`src/rtl/fwd_hazard_unit.sv`:
```
// Forwarding and load-use hazard unit: tracks in-flight producers from EX onward and
// chooses a forward tap per source operand of the ID instruction, or stalls it.
module fwd_hazard_unit #(
    parameter int REG_AW   = 5,
    parameter int NSRC     = 3,
    parameter int DEPTH    = 3,
    parameter int ZERO_REG = 1,
    parameter int CNTW     = 16,
    parameter int LATW     = $clog2(DEPTH + 1)
) (
    input  logic                   clk,
    input  logic                   rst,
    input  logic                   id_valid,
    input  logic [NSRC*REG_AW-1:0] id_src,
    input  logic [NSRC-1:0]        id_src_used,
    input  logic [REG_AW-1:0]      id_rd,
    input  logic                   id_regwrite,
    input  logic [LATW-1:0]        id_res_stage,
    input  logic                   flush,
    output logic                   stall,
    output logic [NSRC*LATW-1:0]   fwd_sel,
    output logic                   ex_valid,
    output logic [CNTW-1:0]        stall_cnt
);

    // Shadow of producers; index 1 is EX, index DEPTH is the oldest tracked stage.
    logic              sh_v  [1:DEPTH];
    logic [REG_AW-1:0] sh_rd [1:DEPTH];
    logic              sh_rw [1:DEPTH];
    logic [LATW-1:0]   sh_rs [1:DEPTH];

    logic [LATW-1:0]      rs_norm;
    logic [NSRC*LATW-1:0] sel_next;
    logic                 hazard;
    logic                 accept;
    logic                 hit;
    logic                 hit_ok;
    logic [LATW-1:0]      hit_k;

    assign rs_norm = (id_res_stage == '0) ? LATW'(1) : id_res_stage;

    // Scan oldest to youngest so the youngest match overwrites older ones.
    always_comb begin
        hazard   = 1'b0;
        sel_next = '0;
        hit      = 1'b0;
        hit_ok   = 1'b0;
        hit_k    = '0;
        for (int i = 0; i < NSRC; i++) begin
            hit    = 1'b0;
            hit_ok = 1'b0;
            hit_k  = '0;
            for (int k = DEPTH; k >= 1; k--) begin
                if (sh_v[k] && sh_rw[k] && id_src_used[i] &&
                    (sh_rd[k] == id_src[i*REG_AW +: REG_AW]) &&
                    !((ZERO_REG != 0) && (sh_rd[k] == '0))) begin
                    hit    = 1'b1;
                    hit_k  = LATW'(k);
                    hit_ok = (LATW'(k) >= sh_rs[k]);
                end
            end
            if (hit) begin
                if (hit_ok)
                    sel_next[i*LATW +: LATW] = hit_k;
                else
                    hazard = 1'b1;
            end
        end
    end

    assign stall  = id_valid && !flush && hazard;
    assign accept = id_valid && !flush && !hazard;

    always_ff @(posedge clk or posedge rst) begin
        if (rst) begin
            for (int k = 1; k <= DEPTH; k++) begin
                sh_v[k]  <= 1'b0;
                sh_rd[k] <= '0;
                sh_rw[k] <= 1'b0;
                sh_rs[k] <= '0;
            end
            fwd_sel   <= '0;
            ex_valid  <= 1'b0;
            stall_cnt <= '0;
        end else begin
            for (int k = DEPTH; k >= 2; k--) begin
                sh_v[k]  <= sh_v[k-1];
                sh_rd[k] <= sh_rd[k-1];
                sh_rw[k] <= sh_rw[k-1];
                sh_rs[k] <= sh_rs[k-1];
            end
            sh_v[1]  <= accept;
            sh_rd[1] <= accept ? id_rd : '0;
            sh_rw[1] <= accept && id_regwrite;
            sh_rs[1] <= accept ? rs_norm : '0;
            fwd_sel  <= accept ? sel_next : '0;
            ex_valid <= accept;
            if (stall && (stall_cnt != '1))
                stall_cnt <= stall_cnt + CNTW'(1);
        end
    end

endmodule
```
`config.mk`:
```
export PLATFORM = sky130hd
export DESIGN_NAME = fwd_hazard_unit
export DESIGN_NICKNAME = d
export VERILOG_FILES = /design/src/rtl/fwd_hazard_unit.sv
export SDC_FILE = /design/constraint.sdc
export NUM_CORES = 1
export LEC_CHECK = 0
export BUFFER_PORTS_ARGS = -buffer_cell sky130_fd_sc_hd__buf_2
export CORE_MARGIN = 4
export CORE_UTILIZATION = 50
export CTS_BUF_LIST = sky130_fd_sc_hd__clkbuf_8 sky130_fd_sc_hd__clkbuf_16
export CTS_CLUSTER_DIAMETER = 60
export DETAILED_ROUTE_END_ITERATION = 7
export PLACE_DENSITY = 0.84
export SYNTH_ARGS = -nofsm -noshare
export SYNTH_HDL_FRONTEND = slang
export SYNTH_SLANG_ARGS = --single-unit
export TNS_END_PERCENT = 10
```
`constraint.sdc`:
```
create_clock -name clk -period 3 [get_ports clk]
set_clock_uncertainty 0.05 [all_clocks]
set_input_delay 0.15 -clock clk [delete_from_list [all_inputs] [get_ports clk]]
set_output_delay 0.15 -clock clk [all_outputs]
set_load 0.02 [all_outputs]
```
# Word-level counts from Yosys, hierarchy flattened
# Cells that the tools add are included.
# op_classes
mux	43
order_cmp	3
addsub	1
n_eq_ne	10
n_reduce_logical	44
# ops
operator	n
$eq 5x5->1	9
$logic_and 1x1->1	35
$mux 2	17
$mux 1	24
$add 16x1->16 const B	1
$ne 16x16->1 const B	1
$logic_not 5->1	3
$mux 6	1
$logic_not 1->1	5
$mux 5	1
$ge 2x2->1 const A	2
$ge 1x2->1 const A	1
$logic_not 2->1	1
# totals
register_bits	49
word_cells	115

# Logic depth before layout (Yosys ltp)
# Gate-level depths: netlist of the first run.
# logic_depth
word_depth	16
mapped_depth	9

# Worst setup path after synthesis of the first run
# Ideal clock, no wire load.
# synth_timing
path_type	reg-to-reg
from	register sh_rd[6] (netlist bit)
to	register sh_rd[10] (netlist bit)
t_arrival_ns	2.298
n_path_buf	1
path_slack_ns	0.586
path_stages_with_launch	10
t_required_ns	2.884
synth_period_minus_slack_ns	2.414
cell_sequence	dfrtp_1 -> or4_1 -> o211ai_2 -> nor3_1 -> a222oi_1 -> o21ai_2 -> or2_1 -> buf_6 -> clkinv_4 -> and2_1
# synth_via
elab_chain_cells	14
# synth_rtl
element	line	source
from (decl)	28	logic [REG_AW-1:0] sh_rd [1:DEPTH];
from (signal, indexed assignment)	88	sh_rd[k] <= sh_rd[k-1];
$eq 5x5->1 / $logic_not 5->1 (equally long branches)	55, 56	
$logic_and 1x1->1 / $logic_not 1->1 (equally long branches)	54, 56	
$logic_and 1x1->1	55	(sh_rd[k] == id_src[i*REG_AW +: REG_AW]) &&
$mux 1 (2 in series)	54	if (sh_v[k] && sh_rw[k] && id_src_used[i] &&
$mux 1	63	if (hit_ok)
$mux 1	62	if (hit) begin
$mux 1	63	
$mux 1	62	
$mux 1	63	
$mux 1 (*)	62	
$logic_not 1->1 (*)	72	assign accept = id_valid && !flush && !hazard;
$logic_and 1x1->1 (*)	72	
via accept	35	logic accept;
$mux 5 (*)	93	sh_rd[1] <= accept ? id_rd : '0;
# The timed path passes the listed nets; every way through them passes the cells marked *.
# A chain may end at the register's enable or synchronous reset.

# Worst setup path in the final report of the first run
# layout_timing
from	register sh_rd[6] (netlist bit)
to	output stall
# layout_via
elab_chain_cells	12
# layout_rtl
element	line	source
$eq 5x5->1 / $logic_not 5->1 (equally long branches)	55, 56	
$logic_and 1x1->1 / $logic_not 1->1 (equally long branches)	54, 56	
$logic_and 1x1->1	55	
$mux 1 (2 in series)	54	
$mux 1	63	
$mux 1	62	
$mux 1	63	
$mux 1	62	
$mux 1	63	
$mux 1 (*)	62	
$logic_and 1x1->1 (*)	71	assign stall = id_valid && !flush && hazard;
to (decl)	20	output logic stall,
# Mark *: on every way between the ends. The rest lies on a longest branch, timed or not.

==> run_results.csv, run 1 <==
group,metric,value,unit
die,floorplan.initialDensity,0.529,
setup_path,critPathSlowestCell,"or4_1",
clock_tree,clkSinkCount,47,
timing,final-hold-violation-count,0,
logic_synthesis,synthTopCellsByArea,"dfrtp_1 50%, xnor2_1 13%, xor2_1 8.9%",
clock_tree,clk_pin_slew,90,ps
routing,via_cell_ratio,5.67,
setup_path,cp_max_fo,8,
job,maxCapViolations,0,
setup_path,critical_path.endpoint_type,"output port",
logic_synthesis,synthesized_area_fraction_occupied_by_ao_oa_aoi_and_oai_cells,0.0447,
routing,dr_total_vias,1842,
clock_tree,worstSkewPairLatency,300,ps
timing,final-setup-viol-count,0,
setup_path,crit_path_start_kind,"flip-flop",
clock_tree,cts_setup_buffers,0,
place,post-dp-hpwl,3.96,mm
routing,detail_route.wirelength,5.36,mm
die,area_enclosed_by_the_die_boundary,0.00586,mm^2
logic_synthesis,synth.lib_cells_used.distinct,34,
timing,fmax,364,MHz
place,dpl-instance-area,0.00268,mm^2
clock_tree,numCtsBuffers,5,
status,result_of_the_run,"finished, final reports clean",
global_route,grt_first_pass_wirelength,9.29,mm
routing,wl_per_cell,16.5,um
routing,drt_pre_antenna_iters,4,
logic_synthesis,yosys.area_share.xor_xnor,0.224,
place,numPlacedInstances,311,
cells_and_area,final_cell_area,0.00287,mm^2
setup_path,timing.critical_path.cells,"or4_1, o211ai_2, nor3_1, a222oi_1, o21ai_2, nor2b_1, buf_2",
logic_synthesis,muxShareOfSynthArea,0.0192,
timing,min_period_over_period,0.916,
global_route,grtUsageTotal,0.199,
clock_tree,cts_tree,"built",
timing,totalNegativeSetupSlack,0,ps
routing,detail_route.drc_violations,0,
logic_synthesis,synth.yosys.seq_area_share,0.501,
logic_synthesis,mappedNetlistArea,0.00235,mm^2
cells_and_area,areaGrowthSynthToFinish,22.0,%
routing,first_iter_violations,166,
setup_path,regToRegEndpoint,"stall_cnt[1]",
pwr,vdd_drop_max,274,uV
routing,ant_nets,0,
die,die_height,76.6,um
global_route,grt-ovfl-total,0,
setup_path,setup.worst_path.start,"sh_rd[6]",
logic_synthesis,postSynthCellCount,207,
logic_synthesis,yosysWarningCount,0,
setup_path,max_stage_delay,570,ps
logic_synthesis,yosys.area_share.adder,0.00532,
global_route,via_count_of_the_first_global_routing_pass,1871,
cells_and_area,insertedDiodeCount,0,
logic_synthesis,synth_simple_gate_area_frac,0.191,
cells_and_area,core_util_final,0.645,
setup_path,worstSetupEndpoint,"stall",
setup_path,worst-setup-path-type,"flip-flop to output port",
worst_hold_path,worstHoldPathType,"input pin to async pin",
logic_synthesis,syn_area_per_cell,11.4,um^2
clock_tree,clockBufferDepth,2,
die,io_pins,54,
global_route,grt_antenna_before_repair,0,
logic_synthesis,synthMostInstantiatedCell,"dfrtp_1",
pwr,power_per_cell_area,461,mW/mm^2
logic_synthesis,post-synth-top-area-fraction,0.501,
pwr,leakagePower,1.40,nW
die,placeableCoreArea,0.00444,mm^2
logic_synthesis,asyncSetResetFlopFracSynth,1.00,
die,die_width,76.6,um
cells_and_area,drive_above_1_share,0.267,
logic_synthesis,number_of_enable_type_register_cells_in_the_synthesized_netlist,0,
setup_path,ff2ff_path_depth,8,
timing,worst_pin_slew,954,ps
place,gp_congestion,0.902,
timing,timing.final.crit_period,2750,ps
logic_synthesis,synth-main-ff-cell,"dfrtp_1",
clock_tree,clock_tree_root_buffer_cell,"clkbuf_8",
logic_synthesis,synth_top_cells_by_count,"47 x dfrtp_1, 36 x xnor2_1, 24 x xor2_1",
clock_tree,cts-resized-gates,0,
cells_and_area,layoutNonFillerInstCount,325,
setup_path,reg2reg_from,"sh_rd[6]",
logic_synthesis,ys_seq_elements,47,
clock_tree,h_tree_depth,2,
timing,drv_slew,0,
clock_tree,cts_hold_repair.buffers,6,
setup_path,worst-endpoint-required,2800,ps
cells_and_area,layout.nets,303,
place,portBuffers,53,
logic_synthesis,dominant_combinational_cell_family_by_area_after_synthesis,"XOR/XNOR gates",
timing,unrepaired_setup_endpoints_after_global_routing,"false",
timing,worst_slew_margin_rel,0.363,
pwr,power,1.32,mW
die,placement_rows,24,
global_route,maximum_number_of_pins_on_one_net_before_global_route_repair,48,
setup_path,worstPathArrival,2550,ps
setup_path,reg2reg_slack,280,ps
logic_synthesis,syn-num-nets,238,
logic_synthesis,synthDominantAreaCellType,"dfrtp_1",
[how the worst min path moves through the flow]
| stage | slack (ps) | start | endpoint | cells after the start |
|---|---|---|---|---|
| 3_5_place_dp | 290 | id_res_stage[1] | sh_rs[4] | 2 |
| 6_report | 8 | rst | stall_cnt[1] | 2 |
| 5_1_grt | 7 | id_rd[2] | sh_rd[12] | 2 |
| 2_1_floorplan | 190 | id_res_stage[1] | sh_rs[4] | 1 |
| 3_3_place_gp | 280 | sh_rs[4] | sh_rs[2] | 0 |
| 4_1_cts | 2 | id_rd[2] | sh_rd[12] | 2 |
[stage by stage]
stage	hold WS [ps]	setup slack, ps
3_5_place_dp	291	295
6_report	8.09	252
4_1_cts	2.08	238
3_3_place_gp	282	346
2_1_floorplan	185	586
5_1_grt	7.13	115
[report_power, final]
group	switching, mW	internal, mW	total [mW]
clock network	0.209	0.330	0.538
logic	0.0627	0.0556	0.118
registers	0.0194	0.647	0.666
total	0.291	1.03	1.32
[per-layer routing]
metal / share of wire / GRT usage / routed length [um]
met3: 0.068 / 0.0437 / 367
met2: 0.47 / 0.299 / 2500
met1: 0.45 / 0.280 / 2420
met4: 0.015 / 0.0761 / 78
met5: 0 / 0 / 0
[worst max-delay path, delay by kind of cell, from the launching register on]
family,cells,cell delay [ps]
AO/OA/AOI/OAI,3,780
AND/OR/NAND/NOR,3,840
flip-flops,1,460
buffers and inverters,1,160
[area by class of cell]
cell class / instances / area, um^2
fillers: 368 / 1580
flip-flops and latches: 47 / 1180
multi-input cells: 154 / 1140
repair buffers: 61 / 340
clock buffers: 5 / 68.8
well taps: 52 / 65.1
clock inverters: 3 / 63.8
inverters: 3 / 16.3
[layout by cell type, fill, tap and decap left out, drive strengths merged]
cell	synthesis	routed
nor3	3	3
mux2	4	4
or4	2	2
a211oi	3	3
clkbuf	1	5
xnor2	36	36
clkinv	1	1
dfrtp	47	47
a21oi	1	1
nand3	10	10
o21ai	1	1
nor2	5	5
o31ai	1	1
inv	2	3
and3	7	7
nand4	13	13
nand2	11	11
nand2b	1	1
and4	5	5
o211ai	2	2
bufinv	0	2
o311a	1	1
or2	1	1
buf	2	55
dlygate4sd3	0	6
xor2	24	24
ha	1	1
or3	4	4
nor4	6	6
a222oi	1	1
nor4b	1	1
and2	8	8
a31oi	1	1
nor2b	1	1
[state kept, by name, indices dropped and copies added, names as in the netlist]
signal	cells
fwd_sel	6
sh_rd	15
sh_rs	4
sh_rw	3
sh_v	3
stall_cnt	16
[logic make-up after synthesis]
group | Yosys count
muxes | 4
DFF | 47
buffers and inverters | 6
AOI/OAI and AO/OA | 11
adders and majority gates | 1
xor gates and xnor gates | 60
and+or+nand+nor | 78
(Power assumes the default switching activity.)
==> inputs of run 2 (changes only) <==
Settings changed: CORE_MARGIN 4 to unset, HOLD_SLACK_MARGIN set to 0.15.
==> run 2 against run 1 <==
Net effect:
- the run now ends with DRC left
- utilization is 0.23 points lower
- maximum frequency is 4.5% lower
- sequential power hardly changed
- routed wire length shrank 0.67%
- register-to-register slack improved by 30 ps
- non-clock buffer count up 3
- die area down 15%
- critical path type unchanged
- largest power group unchanged
==> run_results.csv, run 2 (synthesis results as in run 1) <==
group,metric,value,unit
clock_tree,cts_setup_buffers,0,
setup_path,worst-setup-path-type,"flip-flop to output port",
clock_tree,clk_pin_slew,80,ps
setup_path,reg2reg_slack,310,ps
cells_and_area,largest-register,"stall_cnt",
die,placement_rows,24,
die,area_enclosed_by_the_die_boundary,0.00498,mm^2
timing,hold_ws,223,ps
status,violations,"DRC",
cells_and_area,layout.filler_cells,342,
clock_tree,clkSinkCount,47,
job,maxCapViolations,0,
die,die_width,70.6,um
place,gp_congestion,0.900,
setup_path,ff2ff_path_depth,8,
global_route,grt_antenna_before_repair,0,
worst_hold_path,hold_end,"fwd_sel[3]",
die,io_pins,54,
timing,final-setup-viol-count,0,
routing,dr_total_vias,1851,
routing,ant_nets,0,
pwr,power,1.17,mW
global_route,grt_first_pass_wirelength,8.47,mm
cells_and_area,layoutNonFillerInstCount,327,
setup_path,reg2reg_from,"sh_rd[6]",
cells_and_area,largest_registers,"stall_cnt (16), sh_rd (15), fwd_sel (6)",
routing,via_cell_ratio,5.66,
global_route,grt-ovfl-total,0,
status,result_of_the_run,"complete, but fails checks",
routing,wl_per_cell,16.3,um
global_route,grtUsageTotal,0.223,
die,floorplan.initialDensity,0.529,
cells_and_area,mostFrequentLayoutCell,"buf_2",
cells_and_area,storage_cell_area,0.00118,mm^2
pwr,vdd_drop_max,233,uV
cells_and_area,drive_above_1_share,0.269,
routing,detail_route.drc_violations,2,
cells_and_area,area_taken_by_multi_input_logic_gates,0.00114,mm^2
global_route,via_count_of_the_first_global_routing_pass,1785,
clock_tree,h_tree_depth,2,
timing,drv_slew,0,
timing,worst_pin_slew,947,ps
timing,final_worst_setup_slack,124,ps
setup_path,cp_max_fo,15,
global_route,maximum_number_of_pins_on_one_net_before_global_route_repair,48,
worst_hold_path,hold_path_depth,5,
place,detailedPlace.worstSlack,322,ps
worst_hold_path,worstHoldPathType,"input pin to flip-flop",
cells_and_area,areaGrowthSynthToFinish,21.6,%
clock_tree,numCtsBuffers,5,
cells_and_area,insertedDiodeCount,0,
worst_hold_path,worst_hold_startpoint,"id_src_used[1]",
timing,min_period_over_period,0.959,
timing,fmax,348,MHz
setup_path,worstPathArrival,2680,ps
cells_and_area,layout.nets,306,
place,portBuffers,53,
setup_path,regToRegEndpoint,"stall_cnt[1]",
cells_and_area,final_cell_mix,"53 x buf_2, 47 x dfrtp_1, 36 x xnor2_1",
clock_tree,worstSkewPairLatency,300,ps
routing,first_iter_violations,139,
clock_tree,clockBufferDepth,2,
die,die_height,70.6,um
place,numPlacedInstances,311,
timing,final-hold-violation-count,0,
routing,detail_route.wirelength,5.33,mm
clock_tree,clock_tree_root_buffer_cell,"clkbuf_8",
cells_and_area,max_reg_flops,16,
timing,timing.final.crit_period,2880,ps
timing,totalNegativeSetupSlack,0,ps
setup_path,critical_path.endpoint_type,"output port",
clock_tree,cts_tree,"built",
pwr,leakagePower,1.38,nW
timing,worst_slew_margin_rel,0.368,
place,post-dp-hpwl,3.95,mm
setup_path,crit_path_start_kind,"flip-flop",
die,placeableCoreArea,0.00444,mm^2
routing,drt_pre_antenna_iters,6,
pwr,power_per_cell_area,410,mW/mm^2
timing,unrepaired_setup_endpoints_after_global_routing,"false",
setup_path,worst-endpoint-required,2800,ps
[run 2: area by class of cell]
cell class / instances / share of cell area
well taps: 52 / 0.0228
clock buffers: 6 / 0.0289
flip-flops and latches: 47 / 0.412
repair buffers: 64 / 0.130
multi-input cells: 154 / 0.400
clock inverters: 1 / 0.00175
inverters: 3 / 0.00569
[run 2: worst max-delay path by stage]
stage	startpoint	end	slack [ps]	cells past startpoint
6_report	sh_rd[6]	stall	120	8
5_1_grt	sh_rd[6]	stall	10	8
4_1_cts	sh_rd[6]	stall	120	8
3_5_place_dp	sh_rd[6]	stall_cnt[1]	320	8
3_3_place_gp	sh_rd[6]	stall_cnt[1]	440	8
2_1_floorplan	sh_rd[6]	sh_rd[10]	590	9
[run 2: metal layers]
layer  up-vias  global-route usage  part of all wire
met1       909               0.301              0.45
met3        14              0.0413             0.048
li1        867                   -                 -
met5         -                   0                 0
met4         0               0.104             0.028
met2        61               0.352              0.47
[run 2: metrics by stage]
stage	util	area (um^2)
detailed placement	0.602	2680
global placement	0.602	2680
global route	0.643	2860
finish	0.643	2860
floorplan	-	2350
CTS	0.642	2850
[run 2: worst max-delay path, stage by stage (launching register included)]
cell and delay [ps]:
dfrtp_1 460, or4_1 570, o211ai_2 200, nor3_1 120, a222oi_1 410, o21ai_2 130, buf_4 200, nor2b_1 130
buf_2 160
[run 2: timing repair]
action	in CTS	in global routing
gates resized for setup	0	1
hold buffers	9	0
endpoints found under the setup margin	0	1
hold endpoints to repair	55	0
[run 2: power by group]
group          total, mW  internal (mW)  switching [mW]  leakage [nW]
logic              0.123         0.0582          0.0648         0.691
registers          0.666          0.647          0.0194         0.642
clock network      0.383          0.181           0.202        0.0470
==> inputs of run 3 (changes only) <==
Settings changed: PLACE_DENSITY 0.84 to unset, PLACE_DENSITY_LB_ADDON set to 0.2.
==> run 3 against run 2 <==
Net effect:
- the run still ends with DRC left
- power decreased by 1.6%
- first-iteration DRC count increased by 37%
- utilization decreased by 0.17 points
- via count decreased by 3.1%
- final area decreased by 0.26%
- critical endpoint unchanged
- largest cell class unchanged
==> run_results.csv, run 3 (synthesis results as in run 1) <==
group,metric,value,unit
timing,final_worst_setup_slack,203,ps
die,io_pins,54,
place,detailedPlace.worstSlack,295,ps
routing,dr_total_vias,1793,
setup_path,timing.critical_path.cells,"or4_1, o211ai_2, nor3_1, a222oi_1, o21ai_2, nor2b_1, buf_2",
status,violations,"DRC",
global_route,grt_first_pass_wirelength,8.54,mm
setup_path,max_stage_delay,580,ps
timing,unrepaired_setup_endpoints_after_global_routing,"false",
routing,via_cell_ratio,5.47,
routing,ant_nets,0,
cells_and_area,final_cell_mix,"53 x buf_2, 47 x dfrtp_1, 36 x xnor2_1",
cells_and_area,mostFrequentLayoutCell,"buf_2",
pwr,power_per_cell_area,405,mW/mm^2
die,placeableCoreArea,0.00444,mm^2
worst_hold_path,worstHoldPathType,"input pin to flip-flop",
setup_path,cpLargestDelayFamily,"simple AND/OR/NAND/NOR gates",
global_route,grtUsageTotal,0.224,
place,numPlacedInstances,311,
clock_tree,clockBufferDepth,2,
clock_tree,clk_pin_slew,80,ps
global_route,via_count_of_the_first_global_routing_pass,1739,
global_route,maximum_number_of_pins_on_one_net_before_global_route_repair,48,
timing,final-setup-viol-count,0,
timing,totalNegativeSetupSlack,0,ps
place,gp_congestion,0.870,
cells_and_area,insertedDiodeCount,0,
setup_path,critical_path.endpoint_type,"output port",
cells_and_area,drive_above_1_share,0.264,
clock_tree,worstSkewPairLatency,300,ps
setup_path,worstPathArrival,2600,ps
routing,detail_route.wirelength,5.00,mm
setup_path,critPathSlowestCell,"or4_1",
timing,timing.final.crit_period,2800,ps
pwr,vdd_drop_max,286,uV
timing,worst_pin_slew,961,ps
timing,worst_slew_margin_rel,0.358,
pwr,leakagePower,1.38,nW
cells_and_area,layoutNonFillerInstCount,328,
clock_tree,h_tree_depth,2,
die,area_enclosed_by_the_die_boundary,0.00498,mm^2
cells_and_area,storage_cell_area,0.00118,mm^2
cells_and_area,layout.nets,306,
cells_and_area,areaGrowthSynthToFinish,21.3,%
die,die_width,70.6,um
die,die_height,70.6,um
global_route,grt-ovfl-total,0,
cells_and_area,area_taken_by_multi_input_logic_gates,0.00114,mm^2
die,placement_rows,24,
place,portBuffers,53,
cells_and_area,largest_registers,"stall_cnt (16), sh_rd (15), fwd_sel (6)",
clock_tree,cts_tree,"built",
routing,drt_pre_antenna_iters,6,
clock_tree,clock_tree_root_buffer_cell,"clkbuf_8",
cells_and_area,largest-register,"stall_cnt",
cells_and_area,max_reg_flops,16,
setup_path,cp_max_fo,9,
die,floorplan.initialDensity,0.529,
setup_path,worst-setup-path-type,"flip-flop to output port",
setup_path,worst-endpoint-required,2800,ps
clock_tree,clkSinkCount,47,
timing,min_period_over_period,0.932,
job,maxCapViolations,0,
cells_and_area,layout.filler_cells,369,
routing,wl_per_cell,15.2,um
setup_path,critPathBufInv,1,
timing,drv_slew,0,
status,result_of_the_run,"complete, but fails checks",
timing,fmax,357,MHz
global_route,grt_antenna_before_repair,0,
setup_path,crit_path_start_kind,"flip-flop",
clock_tree,numCtsBuffers,5,
routing,detail_route.drc_violations,10,
routing,first_iter_violations,191,
timing,final-hold-violation-count,0,
timing,hold_ws,214,ps
place,post-dp-hpwl,3.78,mm
run 3: cell types whose count changed in the layout (fill, tap and decap cells not counted):
cell	delta
o31ai_2	-1
clkbuf_8	-1
o31ai_1	+1
clkinvlp_4	+1
inv_1	+1
run 3: metrics by stage:
stage | power, mW | util | instance area [um^2]
2_1_floorplan | 0.741 | - | 2350
3_3_place_gp | 0.790 | 0.602 | 2680
3_5_place_dp | 0.791 | 0.602 | 2680
4_1_cts | 1.17 | 0.641 | 2850
5_1_grt | 1.21 | 0.641 | 2850
6_report | 1.15 | 0.641 | 2850
run 3: worst min-delay path: cells and delay by family:
kind                   cells  cell delay, ps
buffers and inverters      1             120
AND/OR/NAND/NOR            3             190
AO/OA/AOI/OAI              1              60
run 3: cell type report:
cell class	instances	area share
clock buffer	5	0.0241
clock inverter	3	0.00571
inverter	3	0.00571
multi-input combinational	154	0.399
sequential	47	0.413
tap	52	0.0228
timing repair buffer	64	0.130
run 3: layer usage:
metal	GRT usage	vias up	part of all wire
met5	0	-	0
met4	0.0578	0	0.010
met3	0.0570	6	0.061
met2	0.335	60	0.45
met1	0.330	865	0.48
li1	-	862	-
run 3: timing repair:
action,CTS,global route
hold endpoints to repair,55,0
buffers inserted,0,0
hold buffers,9,0
resized for setup,0,0
setup endpoints to repair,0,0
run 3: where the power goes:
group	internal (mW)	total (mW)	switching (mW)	leakage (nW)
logic	0.0582	0.123	0.0645	0.697
registers	0.647	0.664	0.0177	0.642
clock network	0.160	0.367	0.207	0.0453
run 3: worst paths after layout:
| path | from | to | slack, ps | depth (start not counted) |
|---|---|---|---|---|
| setup / recovery | sh_rd[6] | stall | 200 | 7 |
| min in group asynchronous | rst | sh_rd[11] | 570 | 3 |
| hold / removal | id_src_used[2] | fwd_sel[5] | 210 | 5 |
| max in group asynchronous | rst | stall_cnt[4] | 1740 | 3 |
| hold reg to reg | sh_rs[4] | sh_rs[2] | 300 | 0 |
| setup reg to reg | sh_rd[6] | sh_rd[12] | 250 | 8 |
